`config.mk`:
```
export PLATFORM = sky130hd
export DESIGN_NAME = store_control_sequencer
export DESIGN_NICKNAME = d
export VERILOG_FILES = /design/src/rtl/store_control_sequencer.sv
export SDC_FILE = /design/constraint.sdc
export NUM_CORES = 1
export LEC_CHECK = 0
export CAP_MARGIN = 20
export CELL_PAD_IN_SITES_DETAIL_PLACEMENT = 2
export CELL_PAD_IN_SITES_GLOBAL_PLACEMENT = 2
export CORE_ASPECT_RATIO = 1.5
export CORE_MARGIN = 2
export CORE_UTILIZATION = 26
export CTS_BUF_LIST = sky130_fd_sc_hd__clkbuf_8
export DETAILED_ROUTE_END_ITERATION = 8
export GPL_TIMING_DRIVEN = 0
export PLACE_DENSITY_LB_ADDON = 0.1
export SYNTH_ARGS = -nofsm -noshare
export SYNTH_HDL_FRONTEND = slang
export SYNTH_SLANG_ARGS = --single-unit
```
`constraint.sdc`:
```
create_clock -name i_clk -period 2.1 [get_ports i_clk]
set_input_delay 0.21 -clock i_clk [delete_from_list [all_inputs] [get_ports i_clk]]
set_output_delay 0.21 -clock i_clk [all_outputs]
set_load 0.05 [all_outputs]
```
`src/rtl/store_control_sequencer.sv`:
```
// Control sequencer for the store instruction st Ra, C(Rb): fetch, address add, then M[Rb+C] <= Ra.
// Strobes decode from the state register and wait counter only; T1/T7 wait on mem_ready with a timeout.
module store_control_sequencer #(
  parameter logic [4:0] ST_OPCODE   = 5'b00010,
  parameter logic [4:0] ADD_OPCODE  = 5'b00000,
  parameter int         MEM_TIMEOUT = 15
) (
  input  logic       i_clk,
  input  logic       i_reset,
  input  logic       i_start,
  input  logic       i_mem_ready,
  input  logic [4:0] i_ir_opcode,
  output logic       o_PC_select,
  output logic       o_MAR_enable,
  output logic       o_PC_increment_enable,
  output logic       o_read,
  output logic       o_write,
  output logic       o_MDR_enable,
  output logic       o_MDR_select,
  output logic       o_IR_enable,
  output logic       o_Gra,
  output logic       o_Grb,
  output logic       o_Rout,
  output logic       o_BAout,
  output logic       o_Y_enable,
  output logic       o_Z_enable,
  output logic       o_c_select,
  output logic       o_Z_LO_select,
  output logic [4:0] o_alu_instruction,
  output logic       o_busy,
  output logic       o_done,
  output logic       o_error,
  output logic [3:0] o_state_out
);

  typedef enum logic [3:0] {
    S_IDLE  = 4'b0000,
    S_ERROR = 4'b0001,
    S_T0    = 4'b0111,
    S_T1    = 4'b1000,
    S_T2    = 4'b1001,
    S_T3    = 4'b1010,
    S_T4    = 4'b1011,
    S_T5    = 4'b1100,
    S_T6    = 4'b1101,
    S_T7    = 4'b1110,
    S_DONE  = 4'b1111
  } state_t;

  // Last wait_cnt value allowed before a missing mem_ready becomes a timeout.
  localparam logic [7:0] LP_WAIT_LAST = 8'(MEM_TIMEOUT - 1);

  state_t     r_state;
  state_t     w_next_state;
  logic [7:0] r_wait_cnt;

  // State register and wait counter; counter restarts on every state change.
  always_ff @(posedge i_clk) begin
    if (i_reset) begin
      r_state    <= S_IDLE;
      r_wait_cnt <= 8'd0;
    end else begin
      r_state <= w_next_state;
      if (w_next_state != r_state) begin
        r_wait_cnt <= 8'd0;
      end else if ((r_state == S_T1) || (r_state == S_T7)) begin
        r_wait_cnt <= r_wait_cnt + 8'd1;
      end else begin
        r_wait_cnt <= r_wait_cnt;
      end
    end
  end

  // Next-state logic.
  always_comb begin
    w_next_state = r_state;
    case (r_state)
      S_IDLE, S_DONE: begin
        if (i_start) begin
          w_next_state = S_T0;
        end else begin
          w_next_state = S_IDLE;
        end
      end
      S_T0: w_next_state = S_T1;
      S_T1: begin
        if (i_mem_ready) begin
          w_next_state = S_T2;
        end else if (r_wait_cnt == LP_WAIT_LAST) begin
          w_next_state = S_ERROR;
        end else begin
          w_next_state = S_T1;
        end
      end
      S_T2: w_next_state = S_T3;
      S_T3: begin
        if (i_ir_opcode == ST_OPCODE) begin
          w_next_state = S_T4;
        end else begin
          w_next_state = S_ERROR;
        end
      end
      S_T4: w_next_state = S_T5;
      S_T5: w_next_state = S_T6;
      S_T6: w_next_state = S_T7;
      S_T7: begin
        if (i_mem_ready) begin
          w_next_state = S_DONE;
        end else if (r_wait_cnt == LP_WAIT_LAST) begin
          w_next_state = S_ERROR;
        end else begin
          w_next_state = S_T7;
        end
      end
      S_ERROR: w_next_state = S_ERROR;
      // Unused encodings are treated as a fault.
      default: w_next_state = S_ERROR;
    endcase
  end

  // Output decode from state and wait counter.
  always_comb begin
    o_PC_select           = 1'b0;
    o_MAR_enable          = 1'b0;
    o_PC_increment_enable = 1'b0;
    o_read                = 1'b0;
    o_write               = 1'b0;
    o_MDR_enable          = 1'b0;
    o_MDR_select          = 1'b0;
    o_IR_enable           = 1'b0;
    o_Gra                 = 1'b0;
    o_Grb                 = 1'b0;
    o_Rout                = 1'b0;
    o_BAout               = 1'b0;
    o_Y_enable            = 1'b0;
    o_Z_enable            = 1'b0;
    o_c_select            = 1'b0;
    o_Z_LO_select         = 1'b0;
    o_alu_instruction     = 5'b00000;
    o_busy                = 1'b0;
    o_done                = 1'b0;
    o_error               = 1'b0;
    case (r_state)
      S_T0: begin
        o_busy       = 1'b1;
        o_PC_select  = 1'b1;
        o_MAR_enable = 1'b1;
      end
      S_T1: begin
        o_busy                = 1'b1;
        o_read                = 1'b1;
        o_MDR_enable          = 1'b1;
        // Only the first T1 cycle increments, however long the fetch stalls.
        o_PC_increment_enable = (r_wait_cnt == 8'd0);
      end
      S_T2: begin
        o_busy       = 1'b1;
        o_MDR_select = 1'b1;
        o_IR_enable  = 1'b1;
      end
      S_T3: begin
        o_busy     = 1'b1;
        o_Grb      = 1'b1;
        o_BAout    = 1'b1;
        o_Y_enable = 1'b1;
      end
      S_T4: begin
        o_busy            = 1'b1;
        o_c_select        = 1'b1;
        o_Z_enable        = 1'b1;
        o_alu_instruction = ADD_OPCODE;
      end
      S_T5: begin
        o_busy        = 1'b1;
        o_Z_LO_select = 1'b1;
        o_MAR_enable  = 1'b1;
      end
      S_T6: begin
        o_busy       = 1'b1;
        o_Gra        = 1'b1;
        o_Rout       = 1'b1;
        o_MDR_enable = 1'b1;
      end
      S_T7: begin
        o_busy  = 1'b1;
        o_write = 1'b1;
      end
      S_DONE:  o_done  = 1'b1;
      S_ERROR: o_error = 1'b1;
      default: o_error = 1'b0;
    endcase
  end

  assign o_state_out = r_state;

endmodule

```
# Yosys cells after proc, flatten, opt, wreduce, memory -nomap -nowiden
# Cells that the tools add are included.
dict set report classes {
  reduce_logical 8
  n_mux 21
  n_addsub 1
  n_eq_ne 13
}
# cell n
set ops {}
lappend ops {{4-bit one-hot mux with 9 select lines} 1}
lappend ops {{4-bit == test, second input constant} 8}
lappend ops {{4-bit 2-to-1 mux} 5}
lappend ops {{1-bit 2-to-1 mux} 14}
lappend ops {{8-bit by 1-bit adder with 8-bit output, second input constant} 1}
lappend ops {{8-bit by 4-bit == test with 1-bit output, second input constant} 1}
lappend ops {{8-bit zero test} 1}
lappend ops {{2-bit OR reduction} 4}
lappend ops {{8-bit OR reduction} 1}
lappend ops {{5-bit by 2-bit == test with 1-bit output, second input constant} 1}
lappend ops {{4-bit by 1-bit == test with 1-bit output, second input constant} 1}
lappend ops {{4-bit by 3-bit == test with 1-bit output, second input constant} 1}
lappend ops {{4-bit zero test} 1}
lappend ops {{4-bit inequality test} 1}
lappend ops {{3-bit 2-to-1 mux} 1}
lappend ops {{1-bit logical OR} 1}
dict set report word_totals {
  reg_bits 12
  output_inout_bits 28
  word_cells 45
}

# Longest topological paths before layout
# Gate-level depths: netlist (run 1).
dict set report logic_depth {
  depth_word 6
  ltp_mapped 7
  ltp_nobuf 7
}

# Worst setup path before layout (run 1)
# OpenSTA, ideal clock, no wires.
dict set report synth_timing {
  kind {register to output}
  startpoint {register r_state[2], in the netlist o_state_out[2]}
  endpoint {output port o_MAR_enable}
  arrival_ns 2.609
  required_ns 1.890
  stages_incl_launch_ff 5
  path_buffers 1
  slack_ns -0.719
  cell_sequence {dfxtp_1 > buf_2 > nand2_1 > nor3_1 > or2_2}
}
dict set report synth_between {
  elab_chain_cells 3
}
# item line_no
set synth_rtl {}
lappend synth_rtl {{from (decl)} 53} ;# state_t r_state;
lappend synth_rtl {{from (signal assigned)} 63} ;# r_state <= w_next_state;
lappend synth_rtl {{4-bit == test or 4-bit by 3-bit == test with 1-bit output (tied branches)} 143} ;# case (r_state)
lappend synth_rtl {{2-bit OR reduction (no line) *} -}
lappend synth_rtl {{1-bit 2-to-1 mux *} 143}
lappend synth_rtl {{to (decl)} 14} ;# output logic o_MAR_enable,
# Every way passes the cells marked *; elsewhere a longest branch is shown, timed or not.

# Worst setup path after layout (run 1)
dict set report layout_timing {
  startpoint {register r_state[3], in the netlist o_state_out[3]}
  endpoint {register r_wait_cnt[7]}
}
dict set report layout_between {
  elab_chain_cells 5
}
# item line_no
set layout_rtl {}
lappend layout_rtl {{4-bit == test or 4-bit zero test (tied branches)} 77} ;# case (r_state)
lappend layout_rtl {{2-bit OR reduction} 77}
lappend layout_rtl {{4-bit one-hot mux with 9 select lines} 77}
lappend layout_rtl {{4-bit inequality test} 64} ;# if (w_next_state != r_state) begin
lappend layout_rtl {{2-bit OR reduction (no line)} -}
lappend layout_rtl {{to (signal assigned)} 67} ;# r_wait_cnt <= r_wait_cnt + 8'd1;
lappend layout_rtl {{to (signal assigned)} 69} ;# r_wait_cnt <= r_wait_cnt;
lappend layout_rtl {{to (decl)} 55} ;# logic [7:0] r_wait_cnt;
# Parallel ways exist; a longest one is shown, timed or not.
# A chain may end at the register's enable or synchronous reset.

==> impl_metrics.tcl, run 1 <==
set metrics [dict create \
    status "complete, no violations" \
    start_util_pct 26.5 \
    fin_crit_sh_pct 95.4 \
    yosys.area.top_type "dfxtp_1" \
    clk_latency_ns 0.25 \
    powerDensity_nw_per_um2 440 \
    leakage_nw 0.697 \
    cp-startpoint "o_state_out[3]$_SDFF_PP0_" \
    grt_pass1_vias 1313 \
    num_io_pins 37 \
    worstReg2RegEnd "r_wait_cnt[7]$_SDFFE_PP0P_" \
    slowest_stage "a311o_2" \
    ir_drop_v 0.000293 \
    routed_wl_um 3800 \
    grt_start_max_net_pins 12 \
    critical_path_class "reg2reg" \
    cts_hold_buf 0 \
    min_from "i_start" \
    viasPerCell 5.19 \
    maxSlewHeadroom_pct 58.6 \
    drv_cap 0 \
    topRoutingLayerUsed "met4" \
    wl_per_cell_um 16.6 \
    wl_met3_um 112 \
    first_iter_violations 19 \
    reg2regPathDepth 6 \
    drc 0 \
    critPathCaptureType "register" \
    place_ws_ns -0.368 \
    synth_enable_flop_cells 0 \
    cts_max_path_buffers 2 \
    hold_end "o_state_out[2]$_SDFF_PP0_" \
    timing.final.max_slew_violations 0 \
    whs_path_depth 3 \
    min_period_ns 2.00 \
    grt_pass1_wl_um 6430 \
    firstDrtPassIters 4 \
    wl_met1_um 1360 \
    cts_made_buffers 3 \
    root_buffer "clkbuf_8" \
    syn2layout_area_growth_pct 45.1 \
    setup_ws_ns 0.0962 \
    postRouteAntennaNets 0 \
    hold_violations 0 \
    die_x_um 57.2 \
    io_buffers 31 \
    finalSetupViolations 0 \
    place_congestion 0.887 \
    rr_startpoint "o_state_out[3]$_SDFF_PP0_" \
    num-nets-final 196 \
    worstMarginPinSlew_ns 0.617 \
    power_w 0.000706 \
    crit_path_start_kind "register" \
    avgSynthCellArea_sq_um 7.67 \
    yosys_warnings 0 \
    yosysSeqAreaShare_pct 21.7 \
    cp_data_arrival_time_ns 2.15 \
    synthFlopType "dfxtp_1" \
    h-tree-depth 1 \
    placementRows 29 \
    cp.buffers_inverters 1 \
    cp_max_fo 10 \
    synth.area.top_cells "dfxtp_1 (22%), xnor2_1 (7.1%), buf_4 (6.8%), and4b_1 (6.3%), nor2_1 (4.1%)" \
    netlist.area_leader.share_pct 21.7 \
    path_delay_family "compound AO/OA/AOI/OAI gates" \
    fmax_ghz 0.499 \
    cts_tree "done" \
    drive_gt1_share_pct 30.1 \
    path_cells "buf_2, a21boi_1, o32a_1, a311o_2, xnor2_4, and4b_1" \
    core-area_sq_um 4170 \
    rsz0062_at_grt "no" \
    dr_wl_met2_um 2230 \
    synth.distinct_cells 45 \
    grt_usage_pct 17.3 \
    overflow 0 \
    finClkSkew_ns 0.00115 \
    antenna_found_initial 0 \
    synth-seq-cells 12 \
    die_y_um 83.8 \
    max_stage_delay_ns 0.41 \
    worstPathRequired_ns 2.24 \
    dpl.hpwl_um 3060 \
    clk_pin_slew_ns 0.06 \
    dieArea_sq_um 4800 \
    cts_num_sinks 12 \
    synthArstFlopShare_pct 0 \
    reg2reg_setup_slack_ns 0.1 \
    hp-class "in2reg" \
    syn_inst 144 \
    insertedDiodeCount 0 \
    vias 1189 \
    syn-cell-area_sq_um 1100 \
]
## worst register-to-register path, stage by stage, from the launching register on
cell	delay, ns
dfxtp_2	0.33
buf_2	0.20
a21boi_1	0.08
o32a_1	0.34
a311o_2	0.41
xnor2_4	0.29
and4b_1	0.24
## synth_stat cells (all sizes together) (2+ instances only)
library cell and n:
a21boi 2, a21oi 5, a31oi 3, and3 2, and4b 7, buf 16, clkbuf 3, dfxtp 12
ha 3, inv 6, nand2 10, nand2b 6, nand3 5, nand4 3, nand4b 2, nor2 12
nor2b 2, nor3 7, o21ai 8, xnor2 10
## where the power goes
group / internal (W) / total [W] / leakage, nW / switching (W)
Combinational: 0.0000772 / 0.000198 / 0.570 / 0.000121
Clock: 0.000166 / 0.000268 / 0.0288 / 0.000102
Sequential: 0.000232 / 0.000239 / 0.0983 / 0.00000713
Total: 0.000476 / 0.000706 / 0.697 / 0.000230
## cells by family after synthesis
group / Yosys count / synth area share [%]
and+or+nand+nor: 64 / 35.0
xor gates and xnor gates: 10 / 8.61
other: 1 / 0.339
DFF: 12 / 21.7
muxes: 1 / 0.906
AOI/OAI and AO/OA: 28 / 17.0
buffers and inverters: 25 / 13.0
adders and majority gates: 3 / 3.40
## placed cells by master (no fill, tap or decap), types with 4 or more instances in the layout
cell / synthesis / routed
and4b_1: 7 / 7
dlygate4sd2_1: 0 / 5
clkbuf_2: 0 / 4
nor2_2: 0 / 4
clkdlybuf4s15_2: 0 / 6
clkbuf_8: 0 / 4
nand2_1: 10 / 10
conb_1: 1 / 5
inv_1: 6 / 6
clkdlybuf4s50_1: 0 / 11
nand2b_1: 6 / 5
a21oi_1: 5 / 5
nor2_1: 12 / 6
buf_4: 10 / 13
nand3_1: 5 / 5
buf_2: 4 / 6
nor3_1: 7 / 4
dfxtp_1: 12 / 9
xnor2_1: 9 / 9
o21ai_0: 8 / 6
## through the flow
stage / cells / cell area (sq um) / utilization [%] / hold WS, ns / TNS [ns]
final: 229 / 1600 / 38.4 / 0.557 / 0
after global placement: 225 / 1550 / 37.1 / 0.627 / -4.99
after floorplan: 148 / 1180 / - / 0.274 / -0.506
after global routing: 229 / 1600 / 38.4 / 0.592 / 0
after detailed placement: 225 / 1550 / 37.1 / 0.655 / -6.30
after CTS: 229 / 1610 / 38.6 / 0.550 / 0
## per-layer routing
layer | vias up | GRT usage [%]
met5 | - | 0
met4 | 0 | 7.40
met3 | 8 | 2.64
met2 | 23 | 32.5
met1 | 582 | 18.3
li1 | 576 | -
## what timing repair did
item,4_1_cts,5_1_grt
endpoints found under the setup margin,27,15
pin swaps,2,2
setup buffers,1,0
resized for setup,55,11
endpoints found under the hold margin,0,0
## worst max path at each step
stage,slack (ns),cells after the start,to
2_1_floorplan,-0.24,4,o_busy
3_3_place_gp,-0.37,5,o_PC_increment_enable
3_5_place_dp,-0.37,5,o_busy
4_1_cts,0.04,6,r_wait_cnt[3]$_SDFFE_PP0P_
5_1_grt,0.0005,6,r_wait_cnt[6]$_SDFFE_PP0P_
6_report,0.1,6,r_wait_cnt[7]$_SDFFE_PP0P_
## cell type report
class,count,area [sq um]
Fill cell,491,2570
Multi-Input combinational cell,111,806
Timing Repair Buffer,32,292
Sequential cell,12,244
Buffer,18,126
Tap cell,46,57.6
Clock buffer,4,55.1
Inverter,6,22.5
## flip-flops by register name, summed over array words and instances (netlist names)
name         count
r_wait_cnt       8
o_state_out      4
No activity file was read; power rests on OpenSTA's default activity.
==> inputs of run 2 (changes only) <==
ABC_AREA = 1   (was default)
CAP_MARGIN = default   (was 20)
CORE_UTILIZATION = 23   (was 26)
==> impl_metrics.tcl, run 2 <==
set metrics [dict create \
    status "finished, violations left" \
    violations "design-rule violations" \
    leakage_nw 0.848 \
    slowest_stage "dlygate4sd2_1" \
    tns_ns 0 \
    grtUsageMet2_pct 29.4 \
    synth_common_cells "nand2_1 (35), nor2_1 (27), inv_1 (24), dfxtp_1 (12), nand3_1 (12)" \
    synthFlopType "dfxtp_1" \
    cts_max_path_buffers 2 \
    max_stage_delay_ns 0.52 \
    num-nets-final 216 \
    hp-class "reg2reg" \
    placementRows 30 \
    postRouteAntennaNets 0 \
    grt_pass1_vias 1193 \
    hold_violations 0 \
    powerDensity_nw_per_um2 481 \
    largest-register "r_wait_cnt" \
    grt_start_max_net_pins 9 \
    drc 3 \
    met3_usage_pct 0.896 \
    yosys_warnings 0 \
    routed_wl_um 3300 \
    wl_per_cell_um 13.2 \
    syn_inst 163 \
    fin_crit_sh_pct 92.3 \
    maxSlewHeadroom_pct 66.2 \
    clk_pin_slew_ns 0.05 \
    finalSetupViolations 0 \
    dieArea_sq_um 5100 \
    ir_drop_v 0.000388 \
    min_period_ns 1.94 \
    grt_usage_pct 14.0 \
    timing.final.max_slew_violations 0 \
    place_congestion 0.737 \
    start_util_pct 23.5 \
    cts_num_sinks 12 \
    yosys.area.top_type "dfxtp_1" \
    grt.met1_usage_pct 13.7 \
    synth.distinct_cells 24 \
    die_y_um 86.4 \
    io_buffers 31 \
    syn2layout_area_growth_pct 46.3 \
    num_io_pins 37 \
    intPower_w 0.000476 \
    root_buffer "clkbuf_8" \
    crit_path_start_kind "register" \
    path_delay_family "buffers and inverters" \
    cts_made_buffers 3 \
    clk_latency_ns 0.24 \
    final_common_cell "nand2_1" \
    critical_path_class "reg2out" \
    critPathCaptureType "primary output" \
    seqPwrFrac_pct 34.5 \
    path_cells "inv_1, nand2_4, nor2_4, buf_4, dlygate4sd2_1" \
    cp_max_fo 8 \
    viasPerCell 4.41 \
    p_sw_share_pct 35.2 \
    netlist.area_leader.share_pct 23.0 \
    first_iter_violations 25 \
    die_x_um 59.0 \
    antenna_found_initial 0 \
    worstMarginPinSlew_ns 0.506 \
    yosysMostFrequentCell "nand2_1" \
    comb_power_share_pct 31.2 \
    insertedDiodeCount 0 \
    fmax_ghz 0.516 \
    cp.buffers_inverters 3 \
    worstPathRequired_ns 1.89 \
    dpl.hpwl_um 2900 \
    synthArstFlopShare_pct 0 \
    power_w 0.000734 \
    firstDrtPassIters 6 \
    drv_cap 0 \
    p_sw_w 0.000259 \
    overflow 0 \
    yosysSeqAreaShare_pct 23.0 \
    grt_pass1_wl_um 5460 \
    vias 1106 \
    p_clk_share_pct 34.3 \
    mostFrequentLayoutCells "nand2_1 (35), inv_1 (23), nor2_1 (23)" \
    cts_tree "done" \
    core-area_sq_um 4430 \
    synth-seq-cells 12 \
    finClkSkew_ns 0.000663 \
    syn-cell-area_sq_um 1040 \
    h-tree-depth 1 \
    largest_reg_flops 8 \
    drive_gt1_share_pct 24.6 \
    avgSynthCellArea_sq_um 6.39 \
    grt_busiest_layer "met2" \
    rsz0062_at_grt "no" \
    synth_enable_flop_cells 0 \
    cp_data_arrival_time_ns 1.73 \
    synth.area.top_cells "dfxtp_1 (23%), nand2_1 (13%), nor2_1 (9.7%), inv_1 (8.6%), buf_4 (7.2%)" \
]
==> run 2: changes by cell type after synthesis, sizes merged, moves of 3 or more <==
cell	previous run	this run
o21ai	8	2
inv	6	27
nor2	12	34
buf	16	10
nor3	7	1
nand3	5	14
and4b	7	0
xnor2	10	3
clkbuf	3	0
nand2	10	42
a31oi	3	0
xor2	0	4
nand2b	6	0
==> run 2: path summary, 6_finish.rpt <==
kind,from,endpoint,slack (ns),cells past startpoint
max,o_state_out[0]$_SDFF_PP0_,o_Y_enable,0.16,5
max reg2reg,r_wait_cnt[0]$_SDFFE_PP0P_,r_wait_cnt[6]$_SDFFE_PP0P_,0.24,13
min reg2reg,r_wait_cnt[7]$_SDFFE_PP0P_,r_wait_cnt[7]$_SDFFE_PP0P_,0.55,2
min,r_wait_cnt[7]$_SDFFE_PP0P_,r_wait_cnt[7]$_SDFFE_PP0P_,0.55,2
==> run 2: worst register-to-register path: stages (launching register included) <==
cell	delay [ns]
dfxtp_1	0.35
inv_2	0.10
ha_1	0.15
inv_1	0.04
nor2_1	0.13
nand4_1	0.19
nand2_1	0.10
nand2_1	0.08
nor2_4	0.15
nand2_1	0.11
nand2_1	0.07
nand2_1	0.08
nand3_4	0.14
nor2_1	0.06
==> run 2: through the flow <==
step / util (%) / cell area (sq um) / std cells / setup WS [ns] / hold slack (ns)
final: 34.4 / 1530 / 251 / 0.161 / 0.547
after global routing: 34.4 / 1530 / 251 / 0.0141 / 0.608
after CTS: 33.9 / 1500 / 250 / 0.00188 / 0.550
after detailed placement: 33.1 / 1470 / 246 / 0.0496 / 0.535
after global placement: 33.1 / 1470 / 246 / 0.0781 / 0.513
after floorplan: - / 1100 / 167 / 0.0423 / 0.272
==> run 2: power by group through the flow <==
stage | logic [W] | clock network [W] | registers [W]
after floorplan | 0.000140 | 0 | 0.000277
after global placement | 0.000224 | 0 | 0.000258
after detailed placement | 0.000228 | 0 | 0.000259
after CTS | 0.000228 | 0.000262 | 0.000254
after global routing | 0.000251 | 0.000271 | 0.000257
final | 0.000229 | 0.000252 | 0.000253
==> run 2: final cells by class <==
cell class                      instances  area [sq um]
Fill cell                             564          2900
Multi-Input combinational cell        118           697
Timing Repair Buffer                   32           293
Sequential cell                        12           244
Inverter                               27           101
Buffer                                 10          75.1
Tap cell                               48          60.1
Clock buffer                            4          55.1
==> run 2: repair_timing <==
item                                    4_1_cts  5_1_grt
pin swaps                                     0        3
hold buffers                                  0        0
hold endpoints to repair                      0        0
resized for setup                            17       16
setup buffers                                 0        1
endpoints found under the setup margin       17       15
==> run 2: logic make-up after synthesis <==
family | synth area share (%)
flip-flops | 23.0
XOR/XNOR | 5.88
AND/OR/NAND/NOR | 44.7
buffers and inverters | 16.9
other | 0.360
AO/OA/AOI/OAI | 5.52
adder cells (fa/ha/maj) | 3.60
==> run 2: per-layer routing <==
layer  wire length (um)  up-vias
li1                   -      558
met1               1160      525
met2               2020       19
met3                 82        4
met4                 36        0
met5                  0        -
==> inputs of run 3 (changes only) <==
CORE_UTILIZATION = 25   (was 23)
CTS_CLUSTER_SIZE = 24   (was default)
clock period = 2.4 ns   (was 2.1 ns; I/O delays follow)
==> impl_metrics.tcl, run 3 (synthesis results as in run 2) <==
set metrics [dict create \
    status "complete, no violations" \
    io_buffers 31 \
    insertedDiodeCount 0 \
    cp.depth 4 \
    cts_made_buffers 3 \
    worstReg2RegEnd "r_wait_cnt[2]$_SDFFE_PP0P_" \
    first_iter_violations 6 \
    mostFrequentLayoutCells "nand2_1 (35), nor2_1 (25), inv_1 (24), clkdlybuf4s50_1 (24)" \
    root_buffer "clkbuf_8" \
    cts_hold_buf 0 \
    clk_pin_slew_ns 0.05 \
    overflow 0 \
    fin_crit_sh_pct 96.0 \
    reg2regPathDepth 12 \
    hp-class "reg2reg" \
    reg2reg_setup_slack_ns 0.36 \
    grt_usage_pct 14.9 \
    clk_latency_ns 0.24 \
    cts_tree "done" \
    postCtsSetupRepairBufs 0 \
    min_from "r_wait_cnt[7]$_SDFFE_PP0P_" \
    ir_drop_v 0.000363 \
    placementRows 28 \
    drv_cap 0 \
    start_util_pct 26.3 \
    firstDrtPassIters 3 \
    min_period_ns 2.30 \
    critPathCaptureType "primary output" \
    die_y_um 83.1 \
    finalSetupViolations 0 \
    drc 0 \
    cp_max_fo 8 \
    final_common_cell "nand2_1" \
    grt_pass1_wl_um 5530 \
    routed_wl_um 3300 \
    num-nets-final 215 \
    largest_reg_flops 8 \
    power_w 0.000639 \
    syn2layout_area_growth_pct 44.5 \
    postRouteAntennaNets 0 \
    cts_max_path_buffers 2 \
    maxSlewHeadroom_pct 65.5 \
    antenna_found_initial 0 \
    cp.buffers_inverters 2 \
    h-tree-depth 1 \
    core-area_sq_um 3960 \
    whs_path_depth 2 \
    num_io_pins 37 \
    grt_pass1_vias 1206 \
    die_x_um 56.7 \
    crit_path_start_kind "register" \
    timing.final.max_slew_violations 0 \
    slowest_stage "clkdlybuf4s50_1" \
    vias 1102 \
    finClkSkew_ns 0.00128 \
    fmax_ghz 0.434 \
    place_congestion 0.752 \
    wl_per_cell_um 13.4 \
    cts_num_sinks 12 \
    critical_path_class "reg2out" \
    cp_data_arrival_time_ns 2.06 \
    worstMarginPinSlew_ns 0.516 \
    max_stage_delay_ns 0.78 \
    tns_ns 0 \
    worstPathRequired_ns 2.16 \
    dpl.hpwl_um 2870 \
    rr_startpoint "r_wait_cnt[0]$_SDFFE_PP0P_" \
    path_delay_family "buffers and inverters" \
    path_cells "nand2_4, nor2_2, buf_4, clkdlybuf4s50_1" \
    dieArea_sq_um 4710 \
    hold_end "r_wait_cnt[7]$_SDFFE_PP0P_" \
    powerDensity_nw_per_um2 424 \
    viasPerCell 4.46 \
    hold_violations 0 \
    leakage_nw 0.869 \
    rsz0062_at_grt "no" \
    grt_start_max_net_pins 9 \
    drive_gt1_share_pct 19.3 \
    largest-register "r_wait_cnt" \
]
## run 3: cell types whose count changed in the layout (fill, tap and decap cells not counted), sizes merged
cell and delta:
clkdlybuf4s15 -2, dlygate4sd2 -12, clkdlybuf4s50 +12, clkbuf -3, dlymetal6s2s +5, buf -1
## run 3: layout make-up
cell class,instances,area [sq um]
fillers,490,2450
multi-input cells,118,651
repair buffers,31,328
flip-flops and latches,12,240
inverters,27,101
plain buffers,10,75.1
well taps,45,56.3
clock buffers,4,55.1
## run 3: where the power goes
| part | total, W | switching [W] | internal, W | leakage, nW |
|---|---|---|---|---|
| sequential | 0.000221 | 0.0000158 | 0.000206 | 0.0973 |
| combinational | 0.000196 | 0.000131 | 0.0000644 | 0.743 |
| clock | 0.000222 | 0.0000773 | 0.000145 | 0.0288 |
## run 3: worst min-delay path, cell delays in order (launching register included)
cell and delay [ns]:
dfxtp_1 0.34, xor2_1 0.08, nor2_1 0.09
## run 3: worst max path at each step
stage                                          start  slack (ns)                          to
after floorplan            o_state_out[1]$_SDFF_PP0_        0.03  r_wait_cnt[0]$_SDFFE_PP0P_
after global placement     o_state_out[3]$_SDFF_PP0_        0.34                o_MDR_select
after detailed placement  r_wait_cnt[0]$_SDFFE_PP0P_        0.31  r_wait_cnt[2]$_SDFFE_PP0P_
after CTS                  o_state_out[3]$_SDFF_PP0_        0.05                o_MDR_select
after global routing       o_state_out[2]$_SDFF_PP0_        0.01                      o_Rout
final                      o_state_out[2]$_SDFF_PP0_         0.1                      o_Rout
## run 3: stage by stage
stage	instance area [sq um]	worst slack (ns)	std cells	hold slack (ns)	util, %
global placement	1430	0.336	243	0.512	36.2
CTS	1490	0.0510	247	0.556	37.6
finish	1510	0.0956	247	0.547	38.1
floorplan	1070	0.0338	167	0.309	-
global route	1510	0.0126	247	0.596	38.1
detailed placement	1430	0.307	243	0.539	36.2
## run 3: routing by layer
layer / routed length [um] / global-route usage (%) / share of wire (%) / up-vias
li1: - / - / - / 557
met1: 1050 / 12.4 / 32 / 520
met2: 2090 / 32.6 / 63 / 21
met3: 111 / 2.49 / 3.4 / 4
met4: 54 / 4.55 / 1.6 / 0
met5: 0 / 0 / 0 / -
## run 3: repair_timing
| action | CTS | global route |
|---|---|---|
| endpoints found under the setup margin | 0 | 7 |
| hold endpoints to repair | 0 | 0 |
| gates resized for setup | 0 | 7 |
